### src/rtl/pci_rr_arbiter.sv
// PCI bus arbiter: active-low REQ/GNT, round-robin or fixed priority,
// grant-acceptance timeout, registered owner/status outputs.
module pci_rr_arbiter #(
   parameter int N_MASTERS = 5,
   parameter int RR_MODE   = 1,
   parameter int TIMEOUT   = 16,
   parameter int OWNER_W   = (N_MASTERS > 1) ? $clog2(N_MASTERS) : 1
) (
   input  logic                 clk,
   input  logic                 rst,
   input  logic                 frame,
   input  logic                 IRDY,
   input  logic [N_MASTERS-1:0] req,
   output logic [N_MASTERS-1:0] GNT,
   output logic [OWNER_W-1:0]   owner,
   output logic                 owner_valid,
   output logic                 timeout
);

   typedef enum logic [1:0] {
      S_IDLE,
      S_GRANT,
      S_BUSY
   } state_t;

   localparam logic [7:0] LP_TMO = 8'(TIMEOUT);

   state_t               r_state, w_state_nxt;
   logic [N_MASTERS-1:0] r_gnt, w_gnt_nxt;
   logic [OWNER_W-1:0]   r_owner, w_owner_nxt;
   logic [OWNER_W-1:0]   r_ptr, w_ptr_nxt;
   logic [OWNER_W-1:0]   w_win;
   logic                 r_ov, w_ov_nxt;
   logic                 r_to, w_to_nxt;
   logic [7:0]           r_timer, w_timer_nxt;
   logic                 w_bus_idle;
   logic                 w_any_req;
   logic                 w_found;
   int                   w_idx;

   assign w_bus_idle = frame & IRDY;
   assign w_any_req  = ~&req;

   // Round-robin search starts just after the last granted master.
   always_comb begin
      w_win   = '0;
      w_found = 1'b0;
      w_idx   = 0;
      if (RR_MODE != 0) begin
         for (int i = 1; i <= N_MASTERS; i++) begin
            w_idx = (int'(r_ptr) + i) % N_MASTERS;
            if (!w_found && !req[OWNER_W'(w_idx)]) begin
               w_found = 1'b1;
               w_win   = OWNER_W'(w_idx);
            end
         end
      end else begin
         for (int i = N_MASTERS - 1; i >= 0; i--) begin
            if (!req[OWNER_W'(i)]) begin
               w_win = OWNER_W'(i);
            end
         end
      end
   end

   always_comb begin
      w_state_nxt = r_state;
      w_gnt_nxt   = '1;
      w_owner_nxt = r_owner;
      w_ptr_nxt   = r_ptr;
      w_ov_nxt    = r_ov;
      w_to_nxt    = 1'b0;
      w_timer_nxt = r_timer;
      unique case (r_state)
         S_IDLE: begin
            if (w_bus_idle && w_any_req) begin
               w_gnt_nxt[w_win] = 1'b0;
               w_owner_nxt      = w_win;
               w_ptr_nxt        = w_win;
               w_ov_nxt         = 1'b1;
               w_timer_nxt      = 8'd1;
               w_state_nxt      = S_GRANT;
            end
         end
         S_GRANT: begin
            if (!frame) begin
               w_state_nxt = S_BUSY;
            end else if (req[r_owner]) begin
               w_ov_nxt    = 1'b0;
               w_state_nxt = S_IDLE;
            end else if (r_timer == LP_TMO) begin
               w_ov_nxt    = 1'b0;
               w_to_nxt    = 1'b1;
               w_state_nxt = S_IDLE;
            end else begin
               w_gnt_nxt   = r_gnt;
               w_timer_nxt = r_timer + 8'd1;
            end
         end
         S_BUSY: begin
            if (w_bus_idle) begin
               w_ov_nxt    = 1'b0;
               w_state_nxt = S_IDLE;
            end
         end
         default: begin
            w_ov_nxt    = 1'b0;
            w_state_nxt = S_IDLE;
         end
      endcase
   end

   always_ff @(posedge clk) begin
      if (rst) begin
         r_state <= S_IDLE;
         r_gnt   <= '1;
         r_owner <= '0;
         r_ptr   <= OWNER_W'(N_MASTERS - 1);
         r_ov    <= 1'b0;
         r_to    <= 1'b0;
         r_timer <= 8'd0;
      end else begin
         r_state <= w_state_nxt;
         r_gnt   <= w_gnt_nxt;
         r_owner <= w_owner_nxt;
         r_ptr   <= w_ptr_nxt;
         r_ov    <= w_ov_nxt;
         r_to    <= w_to_nxt;
         r_timer <= w_timer_nxt;
      end
   end

   assign GNT         = r_gnt;
   assign owner       = r_owner;
   assign owner_valid = r_ov;
   assign timeout     = r_to;

endmodule

### config.mk
export PLATFORM = sky130hd
export DESIGN_NAME = pci_rr_arbiter
export DESIGN_NICKNAME = d
export VERILOG_FILES = /design/src/rtl/pci_rr_arbiter.sv
export SDC_FILE = /design/constraint.sdc
export NUM_CORES = 1
export LEC_CHECK = 0
export ABC_CLOCK_PERIOD_IN_PS = 6100
export CORE_MARGIN = 3
export CORE_UTILIZATION = 45
export CTS_BUF_LIST = sky130_fd_sc_hd__clkbuf_2
export CTS_CLUSTER_DIAMETER = 80
export DETAILED_ROUTE_END_ITERATION = 10
export PLACE_DENSITY = 0.65
export REMOVE_ABC_BUFFERS = 1
export SETUP_SLACK_MARGIN = 0.05
export SKIP_CTS_REPAIR_TIMING = 1
export SLEW_MARGIN = 20
export SYNTH_ARGS = -nofsm -noshare
export SYNTH_HDL_FRONTEND = slang
export SYNTH_SLANG_ARGS = --single-unit
export TNS_END_PERCENT = 30
### constraint.sdc
create_clock -name clk -period 6.1 [get_ports clk]
set_clock_uncertainty 0.05 [all_clocks]
set_input_delay 1.22 -clock clk [delete_from_list [all_inputs] [get_ports clk]]
set_output_delay 1.22 -clock clk [all_outputs]
set_load 0.1 [all_outputs]
Word-level counts from Yosys, hierarchy flattened
Index checks and enable logic that the tools add are counted.
{"block": "op_classes", "add_sub_neg": 6, "n_mul": 0, "n_div": 5, "order_cmp": 8, "eq_ne": 10, "shifts": 0, "mux": 51, "n_bitwise": 4, "n_reduce_logical": 22}
{"cell": "32-bit by 4-bit modulo with 32-bit output (second input constant)", "n": 5}
{"cell": "8-bit two-way mux", "n": 4}
{"cell": "3-bit by 5-bit less-than comparator with 1-bit output (second input constant)", "n": 5}
{"cell": "1-bit two-way mux", "n": 22}
{"cell": "5-bit two-way mux", "n": 4}
{"cell": "1-bit binary-select mux with 3-bit select", "n": 6}
{"cell": "8-bit case mux with 2 select lines", "n": 1}
{"cell": "3-bit two-way mux", "n": 5}
{"cell": "2-bit two-way mux", "n": 5}
{"cell": "2-bit inequality test (second input constant)", "n": 5}
{"cell": "5-bit case mux with 2 select lines", "n": 1}
{"cell": "5-bit AND reduction", "n": 2}
{"cell": "3-bit by 2-bit adder with 4-bit output (second input constant)", "n": 2}
{"cell": "3-bit by 3-bit adder with 4-bit output (second input constant)", "n": 2}
{"cell": "8-bit by 1-bit adder with 8-bit output (second input constant)", "n": 1}
{"cell": "8-bit by 5-bit == test with 1-bit output (second input constant)", "n": 1}
{"cell": "1-bit zero test", "n": 8}
{"cell": "3-bit by 4-bit less-than comparator with 1-bit output (second input constant)", "n": 2}
{"cell": "1-bit logical AND", "n": 6}
{"cell": "2-bit case mux with 3 select lines", "n": 1}
{"cell": "5-bit NOT", "n": 1}
{"cell": "3-bit by 1-bit adder with 4-bit output (second input constant)", "n": 1}
{"cell": "4-bit inequality test (second input constant)", "n": 1}
{"cell": "4-bit AND reduction", "n": 1}
{"cell": "13 further kinds", "n": 14}
{"block": "totals", "regBits": 23, "latch_bits": 0, "ram_bits": 0, "romBits": 0, "elab_cells": 113, "n_memories": 0}

Logic depth before layout (Yosys ltp)
Gate-level depths: netlist (run 1).
{"block": "depth", "depth_word": 24, "mapped_depth": 25, "mapped_depth_nobuf": 20}

Least setup slack after synthesis (run 1)
OpenSTA, ideal clock, no wires.
{"block": "synth_timing", "kind": "register to register", "startpoint": "register r_owner[0], in the netlist owner[0]", "endpoint": "register r_gnt[4], in the netlist GNT[4]", "setup_ps": 125, "arrival_time_ps": 5217, "slack_ps": 708, "path_stages_with_launch": 22, "path_cell_list": "dfxtp_1 -> buf_4 -> buf_4 -> clkbuf_1 -> clkbuf_1 -> inv_1 -> ha_1 -> ha_1 -> nor3b_1 -> o31ai_4 -> xnor2_2 -> ha_1 -> nand2b_1 -> nor3b_1 -> a311o_1 -> a221oi_1 -> o221ai_1 -> a21o_1 -> a2111oi_0 -> nand4bb_1 -> nand3_1 -> o41a_1"}
{"block": "synth_between", "elab_chain_len": 5, "elab_cells_between_ends": 6, "classes_between": "1 x eq/ne; 5 x mux"}
{"item": "from (decl)", "line_no": "30", "source": "logic [OWNER_W-1:0] r_owner, w_owner_nxt;"}
{"item": "from (signal assigned)", "line_no": "125", "source": "r_owner <= w_owner_nxt;"}
{"item": "1-bit binary-select mux with 3-bit select *", "line_no": "88", "source": "end else if (req[r_owner]) begin"}
{"item": "1-bit two-way mux (implied by the code) *", "line_no": "88"}
{"item": "5-bit two-way mux", "line_no": "88"}
{"item": "5-bit two-way mux", "line_no": "86", "source": "if (!frame) begin"}
{"item": "5-bit case mux with 2 select lines", "line_no": "74", "source": "unique case (r_state)"}
{"item": "to (signal assigned)", "line_no": "124", "source": "r_gnt <= w_gnt_nxt;"}
{"item": "to (decl)", "line_no": "29", "source": "logic [N_MASTERS-1:0] r_gnt, w_gnt_nxt;"}
Mark *: on every way between the ends. The rest lies on a longest branch, timed or not. The select of a mux whose other input is x is not followed.
A chain may end at the register's enable or synchronous reset.

Worst setup path after layout (run 1)
{"block": "layout_timing", "startpoint": "register r_owner[1], in the netlist owner[1]", "endpoint": "register r_gnt[4], in the netlist GNT[4]"}
The elaborated chain is that of the path after synthesis.

==> results of run 1 <==
==> final timing paths <==
kind                               to  slack, ns  depth (start not counted)
setup / recovery  GNT[4]$_SDFFE_PP1P_       0.52                         17
hold reg to reg   GNT[3]$_SDFFE_PP1P_       0.45                          2
setup reg to reg  GNT[4]$_SDFFE_PP1P_       0.52                         17
hold / removal    GNT[3]$_SDFFE_PP1P_       0.45                          2
==> worst min-delay path, delay by kind of cell, from the launching register on <==
family           cells  cell delay, ns
AND/OR/NAND/NOR      1            0.09
AO/OA/AOI/OAI        1            0.04
flip-flops           1            0.35
==> cell usage after synthesis, types with 4 or more instances <==
library cell | n | area, um2
a211oi_1 | 11 | 82.58
a21o_1 | 8 | 60.06
a21oi_1 | 17 | 85.08
a21oi_2 | 4 | 35.03
a31oi_1 | 7 | 43.79
and2_1 | 5 | 31.28
and3_1 | 7 | 43.79
buf_4 | 7 | 52.55
clkbuf_1 | 14 | 52.55
dfxtp_1 | 21 | 420.4
ha_1 | 28 | 350.3
inv_1 | 15 | 56.30
inv_2 | 4 | 15.01
mux2i_1 | 11 | 110.1
nand2_1 | 46 | 172.7
nand2b_1 | 14 | 87.58
nand3_1 | 8 | 40.04
nand4_1 | 5 | 31.28
nor2_1 | 24 | 90.09
nor2b_1 | 9 | 56.30
nor3b_1 | 5 | 37.54
nor4_1 | 4 | 25.02
o211ai_1 | 10 | 75.07
o21ai_0 | 13 | 65.06
or2_2 | 4 | 25.02
or3_1 | 5 | 31.28
xnor2_1 | 7 | 61.31
xor2_1 | 7 | 61.31
==> cell usage in the layout, fill, tap and decap left out, drive strengths merged, types with 9 or more instances in the layout <==
| master | netlist | routed |
|---|---|---|
| inv | 19 | 19 |
| nor2 | 24 | 24 |
| nand2b | 14 | 14 |
| o211ai | 10 | 10 |
| a21oi | 21 | 21 |
| nand2 | 46 | 46 |
| nor2b | 9 | 9 |
| mux2i | 11 | 11 |
| clkdlybuf4s50 | 0 | 18 |
| a211oi | 12 | 12 |
| ha | 28 | 28 |
| xnor2 | 9 | 9 |
| dfxtp | 21 | 21 |
| o21ai | 16 | 16 |
==> layout make-up <==
type,count,area [um2]
clock buffers,3,15.01
clock inverters,1,5.005
fillers,649,3193
inverters,19,71.32
multi-input cells,332,2432
flip-flops and latches,21,420.4
well taps,77,96.34
repair buffers,24,225.2
==> cell families after synthesis <==
group | after synthesis | synth area share
buf+inv | 43 | 0.06250
flops | 21 | 0.1382
mux | 16 | 0.06579
xor+xnor | 17 | 0.05633
compound gates | 118 | 0.2932
simple gates | 153 | 0.2689
fa+ha+maj | 28 | 0.1151
==> state kept, by name, summed over array words and instances, names as in the netlist <==
register and flops:
r_state 2, r_ptr 1, timeout 1, r_timer 8
owner_valid 1, GNT 5, owner 3
==> layer usage <==
layer  track usage  wire, um
met5             0         0
met4       0.02473        26
met3       0.01862       278
met2        0.3549      3747
met1        0.2795      3687
==> per-stage QoR <==
stage / instance area, um2 / setup TNS (ns) / hold slack [ns]
6_report: 3266 / 0 / 0.4507
5_1_grt: 3266 / 0 / 0.4661
4_1_cts: 3266 / 0 / 0.4560
3_5_place_dp: 3246 / 0 / 0.4326
3_3_place_gp: 3246 / 0 / 0.4338
2_1_floorplan: 2924 / -0.08363 / 0.4308
==> where the power goes <==
group,total [mW],leakage (nW),switching (mW),internal (mW)
clock network,0.0576,0.0164,0.0427,0.0149
registers,0.158,0.171,0.0122,0.146
logic,0.678,1.09,0.416,0.263
total,0.894,1.28,0.470,0.423
==> qor.yml, run 1 <==
status: "complete, no violations"
cts-root-buf: "clkbuf_2"
fmax_ghz: 0.1794
synth_cell_type_count: 75
critPathBufInv: 0
setup.worst_path.class: "flip-flop to flip-flop"
cts_tree: "built"
dp.cells: 473
yosysWarningCount: 0
place_congestion: 0.9202
hold_viol_final: 0
wl_per_cell_um: 16.22
grt_first_pass_wirelength_mm: 12.85
rsz0062_at_grt: "no"
path_delay_family: "compound AO/OA/AOI/OAI gates"
die_area_um2: 7785
cts_htree_levels: 1
synth_seq_cells: 21
area_delta_synth_final_pct: 7.319
ant_nets: 0
async_flop_share: 0
crit_top_cell: "ha_1"
remaining_drc_errors: 0
routed_wl_mm: 7.739
power_density_nw_per_um2: 273.7
critical-path-slowest-cell: "dfxtp_1"
cpPeakStageDelay_ns: 0.79
drv_cap: 0
p_leak_nw: 1.278
path_clk_slew_ns: 0.19
antenna_found_initial: 0
vdd_ir_drop_max_mv: 0.1604
cp-end-kind: "flip-flop"
die_h_um: 88.23
final_nets: 438
insertion_delay_ns: 0.32
p_total_mw: 0.8937
synth_ff_type: "dfxtp_1"
syn-cell-area_um2: 3043
utilization: 0.5056
first_pass_iters: 4
drive_above_1_share: 0.09500
avgSynthCellArea_um2: 7.684
port_buffers: 18
grt_max_degree: 28
drv_slew: 0
final.setup.worst_slack_ns: 0.5248
num_rows: 29
yosysSeqAreaShare: 0.1382
clk_path_buf_depth: 2
startpoint_type: "flip-flop"
synth_edf_count: 0
hp-start: "GNT[3]$_SDFFE_PP1P_"
core-area_um2: 6459
grt_pass1_vias: 2617
rr_startpoint: "owner[1]$_SDFFE_PP0P_"
stdcell_count: 477
setup-violations-final: 0
gr-usage-all-layers: 0.2031
holdCritPathClass: "flip-flop to flip-flop"
die_w_um: 88.23
slew_headroom: 0.3512
num_vias: 2923
arrival_ns: 5.75
initial_utilization: 0.4711
worstPathMaxFanout: 18
drt_iter0_drc: 169
preCtsSetupSlack_ns: 0.6361
critical_path.cell_chain: "ha_1 -> xor2_2 -> ha_1 -> nor3b_1 -> o31ai_4 -> xnor2_2 -> ha_1 -> nand2b_1 -> nor3b_1 -> a311o_1 -> a221oi_1 -> o221ai_1 -> a21o_1 -> a2111oi_0 -> nand4bb_1 -> nand3_1 -> o41a_1"
finalCriticalPeriod_ns: 5.575
crit_path_start: "owner[1]$_SDFFE_PP0P_"
antenna_cells: 0
tritoncts.num_buffers: 3
grt-ovfl-total: 0
hpwl_mm: 5.992
viasPerCell: 6.128
required_ns: 6.28
worst_pin_slew_ns: 0.9701
cts_sinks: 21
synthCells: 396
io_pins: 19
period_share: 0.9140
Note: power is estimated with default switching activity, not from simulation.
==> inputs of run 2 (changes only) <==
CAP_MARGIN = 40   (was not set)
SKIP_LAST_GASP = 1   (was not set)
==> run 2 against run 1 <==
Compared with the run above:
- register-to-register slack about the same
- die area stayed put
- clock-buffer cell count unchanged
- global-route usage fell by 0.19 points
- worst hold slack improved by 0.0049 ns
- sequential share of layout area shrank 0.57 points
- first-iteration DRC count shrank 21%
- wire length is 0.43% higher
- largest cell class unchanged
==> qor.yml, run 2 (synthesis gave the netlist of run 1 again) <==
die_h_um: 88.23
clk_path_buf_depth: 2
wl_per_cell_um: 15.96
hold_viol_final: 0
required_ns: 6.27
hpwl_mm: 6.127
startpoint_type: "flip-flop"
setup_tns_ns: 0
gr-usage-all-layers: 0.2012
drv_cap: 0
setup.worst_path.class: "flip-flop to flip-flop"
antenna_found_initial: 0
num_vias: 2937
fmax_ghz: 0.1797
path_clk_slew_ns: 0.22
cts-root-buf: "clkbuf_2"
remaining_drc_errors: 0
first_pass_iters: 8
area_delta_synth_final_pct: 12.25
insertion_delay_ns: 0.33
port_buffers: 18
cts_sinks: 21
num_rows: 29
drv_slew: 0
largest_reg_flops: 8
final.setup.worst_slack_ns: 0.5358
viasPerCell: 6.031
antenna_cells: 0
top_register: "r_timer"
p_total_mw: 0.9110
rsz0062_at_grt: "no"
grt_pass1_vias: 2669
grt-ovfl-total: 0
core-area_um2: 6459
initial_utilization: 0.4711
worst_pin_slew_ns: 0.7818
io_pins: 19
slew_headroom: 0.4740
drive_above_1_share: 0.1171
place_congestion: 0.9202
die_area_um2: 7785
final_nets: 448
grt_max_degree: 28
vdd_ir_drop_max_mv: 0.1393
worstPathMaxFanout: 18
finalCriticalPeriod_ns: 5.564
cp-end-kind: "flip-flop"
holdCritPathClass: "flip-flop to flip-flop"
ant_nets: 0
drt_iter0_drc: 134
cts_htree_levels: 1
routed_wl_mm: 7.772
cts_tree: "built"
die_w_um: 88.23
tritoncts.num_buffers: 3
setup-violations-final: 0
preCtsSetupSlack_ns: 0.6600
power_density_nw_per_um2: 266.7
p_leak_nw: 1.352
layout.area.seq_um2: 420.4
arrival_ns: 5.73
period_share: 0.9122
multi_input_area_um2: 2432
grt_first_pass_wirelength_mm: 12.73
final_common_cell: "nand2_1"
status: "complete, no violations"
final_cell_mix: "nand2_1 (46), ha_1 (28), nor2_1 (24), dfxtp_1 (21), clkdlybuf4s50_1 (18)"
fill_cells: 641
[run 2: routing by layer]
metal / share of wire / vias up / global-route usage
met5: 0 / - / 0
met1: 0.46 / 1355 / 0.2707
met2: 0.49 / 64 / 0.3508
met4: 0.0066 / 0 / 0.03846
met3: 0.038 / 7 / 0.02048
li1: - / 1511 / -
[run 2: power by group]
part	total, mW	internal (mW)	switching, mW
logic	0.695	0.279	0.416
clock network	0.0578	0.0148	0.0429
registers	0.158	0.146	0.0123
[run 2: final cells by class]
type,count,share of cell area
well taps,77,0.02821
flip-flops and latches,21,0.1231
clock buffers,3,0.004396
multi-input cells,332,0.7121
inverters,19,0.02088
repair buffers,34,0.1099
clock inverters,1,0.001465
[run 2: critical path, stage by stage, from the launching register on]
cell,delay [ns]
dfxtp_1,0.82
ha_1,0.50
xor2_2,0.21
ha_1,0.27
nor3b_1,0.33
o31ai_4,0.14
xnor2_2,0.34
ha_1,0.29
nand2b_1,0.12
nor3b_1,0.19
a311o_1,0.40
a221oi_1,0.27
o221ai_1,0.16
a21o_1,0.23
a2111oi_0,0.37
nand4bb_1,0.23
nand3_1,0.14
o41a_1,0.36
[run 2: path summary, 6_finish.rpt]
kind                    startpoint             endpoint  slack, ns  cells after the start
max reg2reg  owner[1]$_SDFFE_PP0P_  GNT[4]$_SDFFE_PP1P_       0.54                     17
min reg2reg    GNT[1]$_SDFFE_PP1P_  GNT[1]$_SDFFE_PP1P_       0.46                      2
min            GNT[1]$_SDFFE_PP1P_  GNT[1]$_SDFFE_PP1P_       0.46                      2
max          owner[1]$_SDFFE_PP0P_  GNT[4]$_SDFFE_PP1P_       0.54                     17
[run 2: per-stage QoR]
stage	cell area [um2]	hold slack [ns]	std cells	util
after floorplan	2924	0.4308	372	-
after global placement	3246	0.4338	473	0.5025
after detailed placement	3396	0.4388	483	0.5258
after CTS	3416	0.4605	487	0.5289
after global routing	3416	0.4883	487	0.5289
final	3416	0.4556	487	0.5289
==> inputs of run 3 (changes only) <==
CAP_MARGIN = 30   (was 40)
CORE_ASPECT_RATIO = 1.4   (was not set)
==> run 3 against run 2 <==
Compared with the run above:
- worst hold slack worse by 0.017 ns
- core utilization shrank 1.7 points
- critical path depth stayed put
- via count up 2.8%
- die area up 0.18%
- setup slack better by 0.29 ns
- sequential power shrank 3%
- first-iteration DRC count down 0.75%
- combinational power hardly changed
- maximum frequency increased by 5.5%
- register-to-register slack better by 0.29 ns
==> qor.yml, run 3 (synthesis gave the netlist of run 1 again) <==
cts_tree: "built"
final_cell_mix: "nand2_1 (46), ha_1 (28), nor2_1 (24), dfxtp_1 (21), clkdlybuf4s50_1 (18)"
core-area_um2: 6381
preCtsSetupSlack_ns: 0.9583
tritoncts.num_buffers: 3
rsz0062_at_grt: "no"
p_leak_nw: 1.284
initial_utilization: 0.4769
critPathCapture: "GNT[4]$_SDFFE_PP1P_"
drive_above_1_share: 0.09726
cts-root-buf: "clkbuf_2"
final.setup.worst_slack_ns: 0.8261
cp-end-kind: "flip-flop"
layout.area.seq_um2: 420.4
cts_sinks: 21
status: "complete, no violations"
multi_input_area_um2: 2432
place_congestion: 0.9629
routed_wl_mm: 8.164
drv_cap: 0
path_clk_slew_ns: 0.21
worst_pin_slew_ns: 0.9748
cts_htree_levels: 1
die_h_um: 103.3
wl_per_cell_um: 17.26
place_area_um2: 3247
ant_nets: 0
final_nets: 439
arrival_ns: 5.47
critical_path.cell_chain: "ha_1 -> xor2_2 -> ha_1 -> nor3b_1 -> o31ai_4 -> xnor2_2 -> ha_1 -> nand2b_1 -> nor3b_1 -> a311o_1 -> a221oi_1 -> o221ai_1 -> a21o_1 -> a2111oi_0 -> nand4bb_1 -> nand3_1 -> o41a_1"
ff2ff_path_depth: 17
remaining_drc_errors: 0
hold_viol_final: 0
grt-ovfl-total: 0
io_pins: 19
worstPathMaxFanout: 8
area_delta_synth_final_pct: 7.360
num_vias: 3018
antenna_found_initial: 0
holdCritPathClass: "flip-flop to flip-flop"
top_register: "r_timer"
final_common_cell: "nand2_1"
num_rows: 34
p_total_mw: 0.9024
stdcell_count: 473
crit_path_start: "owner[1]$_SDFFE_PP0P_"
setup-violations-final: 0
whs_path_depth: 2
cpPeakStageDelay_ns: 0.54
hpwl_mm: 6.174
startpoint_type: "flip-flop"
fmax_ghz: 0.1896
clk_path_buf_depth: 2
gr-usage-all-layers: 0.2126
utilization: 0.5120
setup_tns_ns: 0
drt_iter0_drc: 133
insertion_delay_ns: 0.33
die_w_um: 75.50
fill_cells: 634
critical-path-slowest-cell: "dfxtp_1"
grt_pass1_vias: 2778
power_density_nw_per_um2: 276.2
dp.cells: 469
port_buffers: 18
die_area_um2: 7799
required_ns: 6.30
worst-r2r-setup-slack_ns: 0.83
grt_first_pass_wirelength_mm: 13.14
setup.worst_path.class: "flip-flop to flip-flop"
rr_startpoint: "owner[1]$_SDFFE_PP0P_"
grt_max_degree: 17
r2r_end: "GNT[4]$_SDFFE_PP1P_"
whs_ns: 0.4388
drv_slew: 0
largest_reg_flops: 8
antenna_cells: 0
design_area_um2: 3267
crit_top_cell: "ha_1"
finalCriticalPeriod_ns: 5.274
vdd_ir_drop_max_mv: 0.1123
period_share: 0.8646
viasPerCell: 6.381
first_pass_iters: 4
slew_headroom: 0.3481
==> run 3: changes by cell type in the layout (fill, tap and decap cells not counted) <==
cell,before,now
buf_4,6,7
buf_8,10,0
==> run 3: layout make-up <==
| type | count | share of cell area |
|---|---|---|
| flip-flops and latches | 21 | 0.1287 |
| well taps | 72 | 0.02758 |
| repair buffers | 25 | 0.07124 |
| multi-input cells | 332 | 0.7445 |
| clock buffers | 3 | 0.004596 |
| inverters | 19 | 0.02183 |
| clock inverters | 1 | 0.001532 |
==> run 3: worst min path at each step <==
stage / startpoint / end
floorplan: r_timer[7]$_SDFFE_PP0P_ / r_timer[7]$_SDFFE_PP0P_
global placement: owner_valid$_SDFFE_PP0P_ / owner_valid$_SDFFE_PP0P_
detailed placement: owner_valid$_SDFFE_PP0P_ / owner_valid$_SDFFE_PP0P_
CTS: owner_valid$_SDFFE_PP0P_ / owner_valid$_SDFFE_PP0P_
global route: owner_valid$_SDFFE_PP0P_ / owner_valid$_SDFFE_PP0P_
finish: owner_valid$_SDFFE_PP0P_ / owner_valid$_SDFFE_PP0P_
==> run 3: routing by layer <==
metal / routed length, um / part of all wire / GRT usage / vias to the layer above
li1: - / - / - / 1486
met1: 3621 / 0.44 / 0.2682 / 1456
met2: 4184 / 0.51 / 0.3859 / 68
met3: 251 / 0.031 / 0.003868 / 8
met4: 108 / 0.013 / 0.06595 / 0
met5: 0 / 0 / 0 / -
==> run 3: power by group <==
group / switching (mW) / internal [mW] / total, mW / leakage, nW
Combinational: 0.427 / 0.264 / 0.692 / 1.10
Clock: 0.0432 / 0.0149 / 0.0581 / 0.0164
Sequential: 0.00714 / 0.146 / 0.153 / 0.171
Total: 0.478 / 0.425 / 0.902 / 1.28
==> run 3: worst max-delay path, delay by kind of cell, from the launching register on <==
kind	cells	cell delay (ns)
compound gates	7	2.00
xor+xnor	2	0.57
flops	1	0.54
simple gates	5	1.03
fa+ha+maj	3	1.01
